`config.mk`:
```
export PLATFORM = sky130hd
export DESIGN_NAME = fb_write_sched
export DESIGN_NICKNAME = d
export VERILOG_FILES = /design/src/rtl/fb_write_sched_pkg.sv /design/src/rtl/fb_write_sched_wr_mux.sv /design/src/rtl/fb_write_sched.sv
export SDC_FILE = /design/constraint.sdc
export NUM_CORES = 1
export LEC_CHECK = 0
export BUFFER_PORTS_ARGS = -buffer_cell sky130_fd_sc_hd__buf_2
export CORE_MARGIN = 4
export CORE_UTILIZATION = 48
export CTS_CLUSTER_SIZE = 12
export DETAILED_ROUTE_END_ITERATION = 10
export PLACE_DENSITY = 0.88
export SETUP_SLACK_MARGIN = 0.3
export SLEW_MARGIN = 10
export SYNTH_ARGS = -nofsm -noshare
export SYNTH_HDL_FRONTEND = slang
export SYNTH_HIERARCHICAL = 1
export SYNTH_SLANG_ARGS = --single-unit
```
`constraint.sdc`:
```
create_clock -name pixclk -period 1.8 [get_ports pixclk]
set_input_delay 0.36 -clock pixclk [delete_from_list [all_inputs] [get_ports pixclk]]
set_output_delay 0.36 -clock pixclk [all_outputs]
set_load 0.05 [all_outputs]
```
`src/rtl/fb_write_sched_pkg.sv`:
```
// Shared types and constants for the framebuffer write scheduler.
package fb_write_sched_pkg;

  localparam int NPIX_DEF = 512;   // pixels per frame (power of two)
  localparam int RGB_W    = 24;    // pixel data width

  // Fill-pass sequencer states
  typedef enum logic [1:0] {
    ST_IDLE = 2'd0,
    ST_FILL = 2'd1,
    ST_SWAP = 2'd2
  } fill_state_e;

endpackage

```
`src/rtl/fb_write_sched_wr_mux.sv`:
```
// Registered 2:1 write mux: host has strict priority over the generator.
// The strobe is high only in the cycle after an accepted write; address
// and data hold their last values otherwise.
module fb_wr_mux
  import fb_write_sched_pkg::*;
#(
  parameter int AW = 9
) (
  input  logic             pixclk,
  input  logic             reset,
  input  logic             host_req,
  input  logic [AW-1:0]    host_addr,
  input  logic [RGB_W-1:0] host_rgb,
  input  logic             gen_we,
  input  logic [AW-1:0]    gen_addr,
  input  logic [RGB_W-1:0] gen_rgb,
  output logic             fb_we,
  output logic [AW-1:0]    fb_addr,
  output logic [RGB_W-1:0] fb_rgb
);

  logic             we_d,   we_q;
  logic [AW-1:0]    addr_d, addr_q;
  logic [RGB_W-1:0] rgb_d,  rgb_q;

  // Select the winning write source; hold address/data when nothing is written
  always_comb begin
    we_d   = 1'b0;
    addr_d = addr_q;
    rgb_d  = rgb_q;
    if (host_req) begin
      we_d   = 1'b1;
      addr_d = host_addr;
      rgb_d  = host_rgb;
    end else if (gen_we) begin
      we_d   = 1'b1;
      addr_d = gen_addr;
      rgb_d  = gen_rgb;
    end
  end

  // Output write port registers
  always_ff @(posedge pixclk or posedge reset) begin
    if (reset) begin
      we_q   <= 1'b0;
      addr_q <= '0;
      rgb_q  <= '0;
    end else begin
      we_q   <= we_d;
      addr_q <= addr_d;
      rgb_q  <= rgb_d;
    end
  end

  assign fb_we   = we_q;
  assign fb_addr = addr_q;
  assign fb_rgb  = rgb_q;

endmodule

```
`src/rtl/fb_write_sched.sv`:
```
// Double-buffered framebuffer write scheduler. A frame_tick starts one
// fill pass of the back bank from the pattern generator; after the last
// pixel the banks swap. Host writes pre-empt the generator at any time and
// land in whichever bank is the back bank when the strobe appears.
module fb_write_sched
  import fb_write_sched_pkg::*;
#(
  parameter int NPIX = NPIX_DEF,
  parameter int FCW  = 13,
  localparam int AW  = $clog2(NPIX)
) (
  input  logic             pixclk,
  input  logic             reset,
  input  logic             frame_tick,
  output logic [AW-1:0]    gen_addr,
  output logic [FCW-1:0]   gen_frame,
  input  logic             gen_valid,
  input  logic [RGB_W-1:0] gen_rgb,
  output logic             gen_ready,
  input  logic             host_req,
  input  logic [AW-1:0]    host_addr,
  input  logic [RGB_W-1:0] host_rgb,
  output logic             host_gnt,
  output logic             fb_we,
  output logic [AW-1:0]    fb_addr,
  output logic [RGB_W-1:0] fb_rgb,
  output logic             fb_bank,
  output logic             disp_bank,
  output logic             busy,
  output logic             overrun
);

  fill_state_e    state_d, state_q;
  logic [AW-1:0]  ptr_d,   ptr_q;
  logic [FCW-1:0] frame_d, frame_q;
  logic           disp_d,  disp_q;
  logic           ovr_d,   ovr_q;
  logic           gen_we;

  // The generator is only served while filling and while the host is quiet
  assign gen_ready = (state_q == ST_FILL) && !host_req;
  assign gen_we    = gen_ready && gen_valid;
  assign host_gnt  = host_req;
  assign busy      = (state_q != ST_IDLE);

  // Next-state logic: fill pointer, bank swap, frame count, overrun detect
  always_comb begin
    state_d = state_q;
    ptr_d   = ptr_q;
    frame_d = frame_q;
    disp_d  = disp_q;
    // A tick while busy (including the SWAP cycle) is dropped and flagged
    ovr_d   = frame_tick && busy;
    case (state_q)
      ST_IDLE: begin
        if (frame_tick) begin
          state_d = ST_FILL;
          ptr_d   = '0;
        end
      end
      ST_FILL: begin
        if (gen_we) begin
          // Pointer wraps naturally to 0 because NPIX is a power of two
          ptr_d = ptr_q + 1'b1;
          if (ptr_q == AW'(NPIX - 1)) state_d = ST_SWAP;
        end
      end
      ST_SWAP: begin
        disp_d  = ~disp_q;
        frame_d = frame_q + 1'b1;
        state_d = ST_IDLE;
      end
      default: state_d = ST_IDLE;
    endcase
  end

  // Sequencer state registers
  always_ff @(posedge pixclk or posedge reset) begin
    if (reset) begin
      state_q <= ST_IDLE;
      ptr_q   <= '0;
      frame_q <= '0;
      disp_q  <= 1'b0;
      ovr_q   <= 1'b0;
    end else begin
      state_q <= state_d;
      ptr_q   <= ptr_d;
      frame_q <= frame_d;
      disp_q  <= disp_d;
      ovr_q   <= ovr_d;
    end
  end

  fb_wr_mux #(.AW(AW)) u_wr_mux (
    .pixclk    (pixclk),
    .reset     (reset),
    .host_req  (host_req),
    .host_addr (host_addr),
    .host_rgb  (host_rgb),
    .gen_we    (gen_we),
    .gen_addr  (ptr_q),
    .gen_rgb   (gen_rgb),
    .fb_we     (fb_we),
    .fb_addr   (fb_addr),
    .fb_rgb    (fb_rgb)
  );

  assign gen_addr  = ptr_q;
  assign gen_frame = frame_q;
  assign disp_bank = disp_q;
  assign fb_bank   = ~disp_q;
  assign overrun   = ovr_q;

endmodule

```
==> impl_metrics.env <==
export IMPL_status="completed"
export IMPL_io_pin_count=124
export IMPL_setup_viol=0
export IMPL_fin_hold_ws_ns=0.1001
export IMPL_fin_crit_sh_pct=90.61
export IMPL_yosysMostFrequentCell="dfrtp_1"
export IMPL_layout_cells_non_filler=483
export IMPL_avgViaCountPerCell=5.286
export IMPL_start_kind="flop"
export IMPL_worst_pin_slew_ns=0.4274
export IMPL_yosys_most_used_dff="dfrtp_1"
export IMPL_start_util_pct=50.77
export IMPL_dp_cells=446
export IMPL_path_cells="and2b_2 > nor2b_4 > buf_6"
export IMPL_clk_pin_slew_ns=0.07
export IMPL_timing_fmax_ghz=0.6131
export IMPL_n_fill_cell=414
export IMPL_place_port_buffers=123
export IMPL_final_max_slew_viol_count=0
export IMPL_skew_ns=0.007606
export IMPL_routedWlPerCell_um=15.93
export IMPL_powerDensity_mw_per_mm2=990.3
export IMPL_cp_top_family="flip-flops"
export IMPL_cts_sinks=60
export IMPL_cp_num_buf_inv=1
export IMPL_arrival_ns=1.27
export IMPL_hold_viol=0
export IMPL_drt_iter0_drc=90
export IMPL_grt_pass1_wl_mm=12.40
export IMPL_antenna_left=0
export IMPL_syn_nets=324
export IMPL_pwr_share_comb_pct=30.5
export IMPL_synth_top_area_cell="dfrtp_1"
export IMPL_syn_avg_cell_area_um2=11.13
export IMPL_clk_latency_ns=0.33
export IMPL_cap_viol_max_count=0
export IMPL_critPathRequiredTime_ns=1.44
export IMPL_crit_type="reg -> out"
export IMPL_antenna_cells=0
export IMPL_stdcell_area_mm2=0.004010
export IMPL_cts_tree="built"
export IMPL_dp_hpwl_mm=5.175
export IMPL_synth_top_area_share_pct=52.11
export IMPL_vias=2553
export IMPL_areaGrowthSynthToFinish_pct=39.17
export IMPL_internal_power_uw=2516
export IMPL_grt_pass1_vias=2598
export IMPL_leakage_uw=0.002011
export IMPL_htree_levels=3
export IMPL_core_region_area_mm2=0.005675
export IMPL_multiInputGateArea_mm2=0.001250
export IMPL_rsz0062_at_grt="yes"
export IMPL_swShare_pct=36.64
export IMPL_nets=471
export IMPL_die_area_mm2=0.007307
export IMPL_grt_ovfl_total=0
export IMPL_area_sequential_mm2=0.001513
export IMPL_grt_util_all_layers_pct=21.46
export IMPL_syn_area_mm2=0.002882
export IMPL_max_stage_delay_ns=0.43
export IMPL_crit_fanout=4
export IMPL_power_frac_clock_pct=28.9
export IMPL_ys_seq_area_share_pct=52.11
export IMPL_ys_ff_latch=60
export IMPL_synth_distinct_cells=39
export IMPL_syn_inst=259
export IMPL_tns_ns=0
export IMPL_grt_max_degree=70
export IMPL_synth_edf_count=0
export IMPL_yosys_warnings=6
export IMPL_power_switching_uw=1455
export IMPL_drive_above_1_share_pct=47.69
export IMPL_cp_end_kind="output port"
export IMPL_dr_pass1_iters=4
export IMPL_root_buffer="clkbuf_8"
export IMPL_drc=0
export IMPL_globalplace_congestion=0.8346
export IMPL_synthTopCellsByCount="60 x dfrtp_1, 41 x nand2_1, 34 x mux2i_1"
export IMPL_irDropWorstVdd_v=0.0007192
export IMPL_rows=27
export IMPL_seqPwrFrac_pct=40.6
export IMPL_synthTopCellsByArea="dfrtp_1 52%, mux2i_1 12%, nand2_1 5.3%, o21ai_1 5.0%, xnor2_1 4.0%"
export IMPL_die_x_um=85.48
export IMPL_grt_antenna_before_repair=0
export IMPL_routed_wl_mm=7.696
export IMPL_hold_path_class="in -> async"
export IMPL_max_slew_margin_pct=71.50
export IMPL_ys_async_sr_fraction_pct=100.0
export IMPL_die_height_um=85.48
export IMPL_numCtsBuffers=9
export IMPL_fin_util_pct=70.66
export IMPL_cpMaxStageDelayCell="dfrtp_2"
export IMPL_period_minus_slack_ns=1.631
export IMPL_placed_cell_area_mm2=0.003541
export IMPL_cts_buffer_depth=2
==> through the flow <==
stage	setup WS, ns	total power, µW
after floorplan	0.2075	2421
after global placement	0.2052	2707
after detailed placement	0.1257	2734
after CTS	0.1120	3956
after global routing	0.1237	4181
final	0.1691	3971
==> kinds of logic after synthesis <==
kind of cell	share of synthesized area, %
AND/OR/NAND/NOR	14.63
flip-flops	52.11
AO/OA/AOI/OAI	10.38
multiplexers	11.81
buffers and inverters	5.818
XOR/XNOR	3.951
adder cells (fa/ha/maj)	1.303
==> cell usage in the layout, fill, tap and decap left out, types with 2 or more instances in the layout <==
master     count
a21o_2         2
a21oi_1        2
a22o_2         2
a31oi_1        6
and2_1         3
and2b_2        2
and3_1         3
and4_1         3
buf_12         5
buf_2        120
buf_4         20
buf_6          2
clkbuf_1       2
clkbuf_16      2
clkbuf_8       9
clkinv_2       3
dfrtp_1       51
dfrtp_2        9
ha_1           2
inv_1          5
mux2i_1       32
mux2i_2        2
nand2_1       41
nand3_1        7
nand4_1        5
o21ai_0        7
o21ai_1       29
xnor2_1       13
==> worst min-delay path: stages <==
cell and delay [ns]:
buf_2 0.11, inv_1 0.05, buf_4 0.31
==> registers in the layout, indices dropped and copies added (netlist names) <==
register and count:
overrun 1, u_wr_mux/fb_addr 9, u_wr_mux/fb_rgb 24, gen_frame 13
state_q 2, disp_bank 1, gen_addr 9, u_wr_mux/fb_we 1
==> layout make-up <==
type | instances | area share (%)
Sequential cell | 60 | 37.72
Multi-Input combinational cell | 178 | 31.17
Timing Repair Buffer | 149 | 23.03
Clock buffer | 11 | 3.276
Tap cell | 72 | 2.246
Clock inverter | 5 | 1.310
Inverter | 7 | 0.8424
Timing Repair inverter | 1 | 0.4056
==> power groups by stage <==
stage / clock, µW / combinational [µW] / sequential (µW)
after floorplan: 0 / 334 / 2090
after global placement: 0 / 1070 / 1640
after detailed placement: 0 / 1090 / 1640
after CTS: 1170 / 1170 / 1610
after global routing: 1260 / 1290 / 1630
final: 1150 / 1210 / 1610
==> final timing paths <==
kind | from | endpoint | slack, ns | cells after the start
max in group asynchronous | reset | u_wr_mux/fb_rgb[10]$_DFFE_PP0P_ | 1.34 | 3
worst min register to register | gen_frame[12]$_DFFE_PP0N_ | gen_frame[12]$_DFFE_PP0N_ | 0.48 | 1
min in group pixclk | host_rgb[6] | u_wr_mux/fb_rgb[6]$_DFFE_PP0P_ | 0.23 | 3
worst max register to register | state_q[1]$_DFFE_PP0P_ | u_wr_mux/fb_rgb[12]$_DFFE_PP0P_ | 0.22 | 6
worst min-delay path | reset | gen_frame[11]$_DFFE_PP0N_ | 0.10 | 3
worst max-delay path | state_q[1]$_DFFE_PP0P_ | gen_ready | 0.17 | 3
==> routing by layer <==
layer | global-route usage (%) | vias up | wire, µm
li1 | - | 1210 | -
met1 | 26.35 | 1232 | 3155
met2 | 36.02 | 98 | 3856
met3 | 5.049 | 13 | 513
met4 | 9.209 | 0 | 171
met5 | 0 | - | 0
==> repair_timing <==
action | in CTS | in global routing
cloned | 1 | 2
buffers inserted | 8 | 10
pin swaps | 0 | 10
resized for setup | 10 | 13
hold endpoints to repair | 0 | 0
setup endpoints to repair | 32 | 29
hold buffers | 0 | 0
No activity file was read; power rests on OpenSTA's default activity.
